## config.mk

```make
export PLATFORM = sky130hd
export DESIGN_NAME = cache_arbiter
export DESIGN_NICKNAME = d
export VERILOG_FILES = /design/src/rtl/cache_arbiter.sv
export SDC_FILE = /design/constraint.sdc
export NUM_CORES = 1
export LEC_CHECK = 0
export ABC_AREA = 1
export CAP_MARGIN = 30
export CELL_PAD_IN_SITES_DETAIL_PLACEMENT = 2
export CELL_PAD_IN_SITES_GLOBAL_PLACEMENT = 2
export CORE_AREA = 2 2 272 274
export CTS_CLUSTER_SIZE = 30
export DETAILED_ROUTE_END_ITERATION = 12
export DIE_AREA = 0 0 274 276
export GPL_ROUTABILITY_DRIVEN = 0
export GPL_TIMING_DRIVEN = 0
export PLACE_DENSITY = 0.61
export SLEW_MARGIN = 25
export SYNTH_ARGS = -nofsm -noshare
export SYNTH_HDL_FRONTEND = slang
export SYNTH_SLANG_ARGS = --single-unit
```

## constraint.sdc

```tcl
create_clock -name clk -period 10.73 [get_ports clk]
set_input_delay 1.073 -clock clk [delete_from_list [all_inputs] [get_ports clk]]
set_output_delay 1.073 -clock clk [all_outputs]
set_load 0.02 [all_outputs]
```

## src/rtl/cache_arbiter.sv

```systemverilog
// Round-robin arbiter that shares the single physical-memory port between the
// instruction cache and the data cache, holding the winning request stable until pmem_resp.
module cache_arbiter #(
  parameter int ADDR_WIDTH = 16,
  parameter int LINE_WIDTH = 128
) (
  input  logic                  clk,
  input  logic                  reset,
  input  logic                  i_pmem_read,
  input  logic [ADDR_WIDTH-1:0] i_pmem_address,
  output logic                  i_pmem_resp,
  output logic [LINE_WIDTH-1:0] i_pmem_rdata,
  input  logic                  d_pmem_read,
  input  logic                  d_pmem_write,
  input  logic [ADDR_WIDTH-1:0] d_pmem_address,
  input  logic [LINE_WIDTH-1:0] d_pmem_wdata,
  output logic                  d_pmem_resp,
  output logic [LINE_WIDTH-1:0] d_pmem_rdata,
  output logic                  pmem_read,
  output logic                  pmem_write,
  output logic [ADDR_WIDTH-1:0] pmem_address,
  output logic [LINE_WIDTH-1:0] pmem_wdata,
  input  logic                  pmem_resp,
  input  logic [LINE_WIDTH-1:0] pmem_rdata
);

  localparam logic [1:0] S_IDLE   = 2'd0;
  localparam logic [1:0] S_ICACHE = 2'd1;
  localparam logic [1:0] S_DCACHE = 2'd2;

  logic [1:0]            state;
  logic                  last_grant;
  logic                  req_read;
  logic                  req_write;
  logic [ADDR_WIDTH-1:0] req_addr;
  logic [LINE_WIDTH-1:0] req_wdata;

  logic i_pend;
  logic d_pend;
  logic grant_i;
  logic grant_d;
  logic busy;

  assign i_pend = i_pmem_read;
  assign d_pend = d_pmem_read | d_pmem_write;

  // On a tie the side that did not win last time goes next; last_grant=0 favours dcache.
  assign grant_d = d_pend & (~i_pend | ~last_grant);
  assign grant_i = i_pend & ~grant_d;

  assign busy = (state == S_ICACHE) || (state == S_DCACHE);

  always_ff @(posedge clk or posedge reset) begin
    if (reset) begin
      state      <= S_IDLE;
      last_grant <= 1'b0;
      req_read   <= 1'b0;
      req_write  <= 1'b0;
      req_addr   <= '0;
      req_wdata  <= '0;
    end else begin
      case (state)
        S_IDLE: begin
          // A simultaneous dcache read+write is treated as a write-back only.
          if (grant_d) begin
            state      <= S_DCACHE;
            last_grant <= 1'b1;
            req_read   <= ~d_pmem_write;
            req_write  <= d_pmem_write;
            req_addr   <= d_pmem_address;
            req_wdata  <= d_pmem_wdata;
          end else if (grant_i) begin
            state      <= S_ICACHE;
            last_grant <= 1'b0;
            req_read   <= 1'b1;
            req_write  <= 1'b0;
            req_addr   <= i_pmem_address;
            req_wdata  <= '0;
          end
        end
        S_ICACHE, S_DCACHE: begin
          if (pmem_resp) begin
            state     <= S_IDLE;
            req_read  <= 1'b0;
            req_write <= 1'b0;
          end
        end
        default: state <= S_IDLE;
      endcase
    end
  end

  assign pmem_read    = busy & req_read;
  assign pmem_write   = busy & req_write;
  assign pmem_address = req_addr;
  assign pmem_wdata   = req_wdata;

  assign i_pmem_resp  = (state == S_ICACHE) & pmem_resp;
  assign d_pmem_resp  = (state == S_DCACHE) & pmem_resp;
  assign i_pmem_rdata = pmem_rdata;
  assign d_pmem_rdata = pmem_rdata;

endmodule

```

Word-level counts from Yosys, hierarchy flattened
Index checks and enable logic that the tools add are counted.
- add/sub/neg operators: 0
- $mul: 0
- divide/modulo/power cells: 0
- magnitude comparators: 0
- eq/ne operators: 4
- shift operators: 0
- mux-type cells: 16
- bitwise gates (word level): 12
- reductions and logical operators: 8
- operator list (operator ; number):
    $mux 128 ; 2
    $mux 16 ; 2
    $and 1x1->1 ; 6
    $mux 1 ; 6
    $mux 2 ; 3
    $not 1->1 ; 4
    $pmux 1 s2 ; 2
    $pmux 2 s2 ; 1
    $reduce_and 2->1 ; 2
    $reduce_bool 2->1 ; 2
    $ne 3x3->1 const B ; 1
    $reduce_and 3->1 ; 1
    $eq 2x1->1 const B ; 1
    $eq 2x2->1 const B ; 1
    $logic_not 2->1 ; 1
    $ne 2x2->1 const B ; 1
    $or 1x1->1 ; 2
    $reduce_or 2->1 ; 1
    $logic_or 1x1->1 ; 1
- register bits: 149
- bits in latches: 0
- bits in writable memories: 0
- bits in read-only memories: 0
- bits of input ports: 294
- output and inout port bits: 404
- logic and storage cells: 46
- memories kept: 0

Depth between registers and ports, before layout
- depth in word-level cells: 8
- gate-level depth with buffers: 7
- gate-level depth less buffers: 7

Worst setup path after synthesis
No wires, ideal clock.
- kind: input-to-output
- start point: in pmem_resp
- end point: out i_pmem_resp
- arrival time: 1.243 ns
- data required time: 9.657 ns
- path slack: 8.414 ns
- cell stages on the path: 2
- path buffers: 0
- cells stage by stage: nand2_1 > inv_1
- word-level cells in the longest chain between the ends: 1
- RTL lines (item ; line ; source):
    start: declaration ; 23 ; input logic pmem_resp,
    $and 1x1->1 ; 98 ; assign i_pmem_resp = (state == S_ICACHE) & pmem_resp;
    end: declaration ; 11 ; output logic i_pmem_resp,
No other way between the ends.

Worst setup path in the final report
- start point: in pmem_resp
- end point: out d_pmem_resp
- word-level cells in the longest chain between the ends: 1
- RTL lines (item ; line ; source):
    $and 1x1->1 ; 99 ; assign d_pmem_resp = (state == S_DCACHE) & pmem_resp;
    end: declaration ; 17 ; output logic d_pmem_resp,
No other way between the ends.

==> impl_metrics.ini <==
[cts]
cts_buffer_depth = 2
cts_tree = built
holdBufCountCts = 0
cts_root_buf = clkbuf_16
clk_latency_ns = 0.49
htreeDepth = 4
cts.clk_slew.worst_paths_ns = 0.06
cts-resized-gates = 0
cts_num_sinks = 149
post-cts-setup-buffers = 0
cts_inserted_buffers = 17

[detailed_routing]
drtIter0Drc = 177
wl_per_cell_um = 15.59
num_vias = 8135
post_drt_via_cell_ratio = 3.222
wl_mm = 39.36
drt_first_pass_iters = 4
drc_errors = 0
drt.antenna.violating_nets = 0

[place]
port_buffers = 569
dpl_cell_area_um2 = 15010
hpwl_mm = 32.62

[logic_synthesis]
synthCells = 964
syn_avg_cell_area_um2 = 8.383
ys_ff_latch = 149
synth_cell_types = 18
synth_area_um2 = 8082
syn_nets = 1261
yosysWarnings = 0
yosysSeqAreaShare = 0.4614

[setup_path]
crit_chain = clkdlybuf4s50_1, nand2_1, inv_1, clkdlybuf4s50_1
crit_path_end_kind = output pin
crit_type = in -> out
critical_path.most_common_cell = clkdlybuf4s50_1
r2r_slack_ns = 8.65
worstPathMaxFanout = 3
critPathArrivalTime_ns = 2.31
crit_path_top_delay_cell = clkdlybuf4s50_1
required_ns = 9.66
max_stage_delay_ns = 0.61
worstSetupStartpointType = input pin

[die]
die_h_um = 276
pin_count = 698
die-width_um = 274
core_um2 = 72590
rows = 99
initial_core_util = 0.1113
die_area_um2 = 75620

[pwr]
p_per_area_nw_per_um2 = 217.6
leakage_nw = 7.230
total_power_w = 0.003398
vdd_ir_drop_max_uv = 86.13

[grt]
grt_pass1_vias = 9216
antenna_found_initial = 2
overflow = 0
grt_max_degree = 81
grt_pass1_wl_mm = 58.37
track_usage = 0.1036

[final_layout]
final_cell_area_um2 = 15620
antennaDiodeCount = 0
fillCellCount = 8356
synthToLayoutAreaGrowth_pct = 93.30
drive_gt1_frac = 0.2024
nets = 1850

[sta]
slew_headroom = 0.4912
finalHoldViolCount = 0
grt_setup_unrepaired = no
tightest_slew_ns = 0.7632
hold_ws_ns = 0.4829
fin_tns_setup_ns = 0
fin_skew_ns = 0.02228
finalCriticalPeriod_ns = 3.386
timing.final.crit_share = 0.3155
finalSetupViolCount = 0
fmax_mhz = 295.4
slew_violations = 0

[job]
max_cap_violations = 0

[run_status]
status = complete, no violations

[min_path]
hold_class = reg -> reg
==> cell usage after synthesis, drive strengths merged <==
cell type	instances	area [um^2]
ha	3	37.54
inv	157	589.3
dfrtp	149	3729
nand2	195	742.0
o21ai	130	661.9
buf	276	2024
clkbuf	13	48.80
nand3	22	110.1
or2	1	6.260
nor2	1	3.750
nand3b	16	120.1
a21oi	1	8.760
==> layout make-up <==
class / instances / area (um^2) / area share
Timing Repair Buffer: 570 / 5723 / 0.3664
Sequential cell: 149 / 3729 / 0.2387
Buffer: 289 / 2073 / 0.1327
Multi-Input combinational cell: 369 / 1690 / 0.1082
Tap cell: 959 / 1200 / 0.07681
Inverter: 157 / 596.8 / 0.03821
Clock buffer: 17 / 425.4 / 0.02723
Clock inverter: 15 / 183.9 / 0.01177
==> state kept, by name, indices dropped and copies added (netlist names) <==
signal	flops
pmem_wdata	128
state	2
req_write	1
req_read	1
pmem_address	16
last_grant	1
==> critical path: cells and delay by family <==
| family | cells | cell delay [ns] |
|---|---|---|
| buffers and inverters | 3 | 1.17 |
| AND/OR/NAND/NOR | 1 | 0.07 |
==> metrics by stage <==
stage | setup slack, ns | util | std cells
finish | 7.344 | 0.2152 | 2525
global route | 7.253 | 0.2152 | 2525
detailed placement | 7.205 | 0.2068 | 2493
global placement | 2.527 | 0.2063 | 2492
CTS | 7.327 | 0.2152 | 2525
floorplan | 5.649 | - | 964
==> routing by layer <==
metal	vias to the layer above	GRT usage	wire length [um]
met2	344	0.1938	21100
met4	2	0.03247	736
met1	3936	0.1053	14400
met5	-	0	13
met3	33	0.03813	3119
li1	3820	-	-
==> power breakdown <==
group          switching (W)  leakage, nW  internal, W  total [W]
clock               0.000296        0.293     0.000352   0.000649
combinational        0.00104         5.05     0.000763    0.00180
sequential          0.000140         1.89     0.000809   0.000949
total                0.00147         7.23      0.00193    0.00340
==> placed cells by master, fill, tap and decap left out, drive strengths merged <==
cell type and n:
clkdlybuf4s50 569, buf 277, nand2 195, inv 166
dfrtp 149, o21ai 130, clkbuf 30, nand3 22
nand3b 16, ha 3, clkinvlp 2, bufinv 2
clkinv 2, nor2 1, a21oi 1, or2 1
==> logic make-up after synthesis <==
family,share of synthesized area
buffers and inverters,0.3295
AND/OR/NAND/NOR,0.1215
flip-flops,0.4614
AO/OA/AOI/OAI,0.08299
adder cells (fa/ha/maj),0.004645
==> final timing paths <==
path                                       from         endpoint  cells past startpoint
worst max-delay path                  pmem_resp      d_pmem_resp                      4
worst min-delay path            pmem_address[6]  pmem_address[6]                      2
worst max register to register         state[0]  pmem_wdata[122]                      6
worst min register to register  pmem_address[6]  pmem_address[6]                      2
max in group asynchronous                 reset   pmem_wdata[22]                      3
min in group asynchronous                 reset   pmem_wdata[74]                      2
Note: power is estimated with default switching activity, not from simulation.
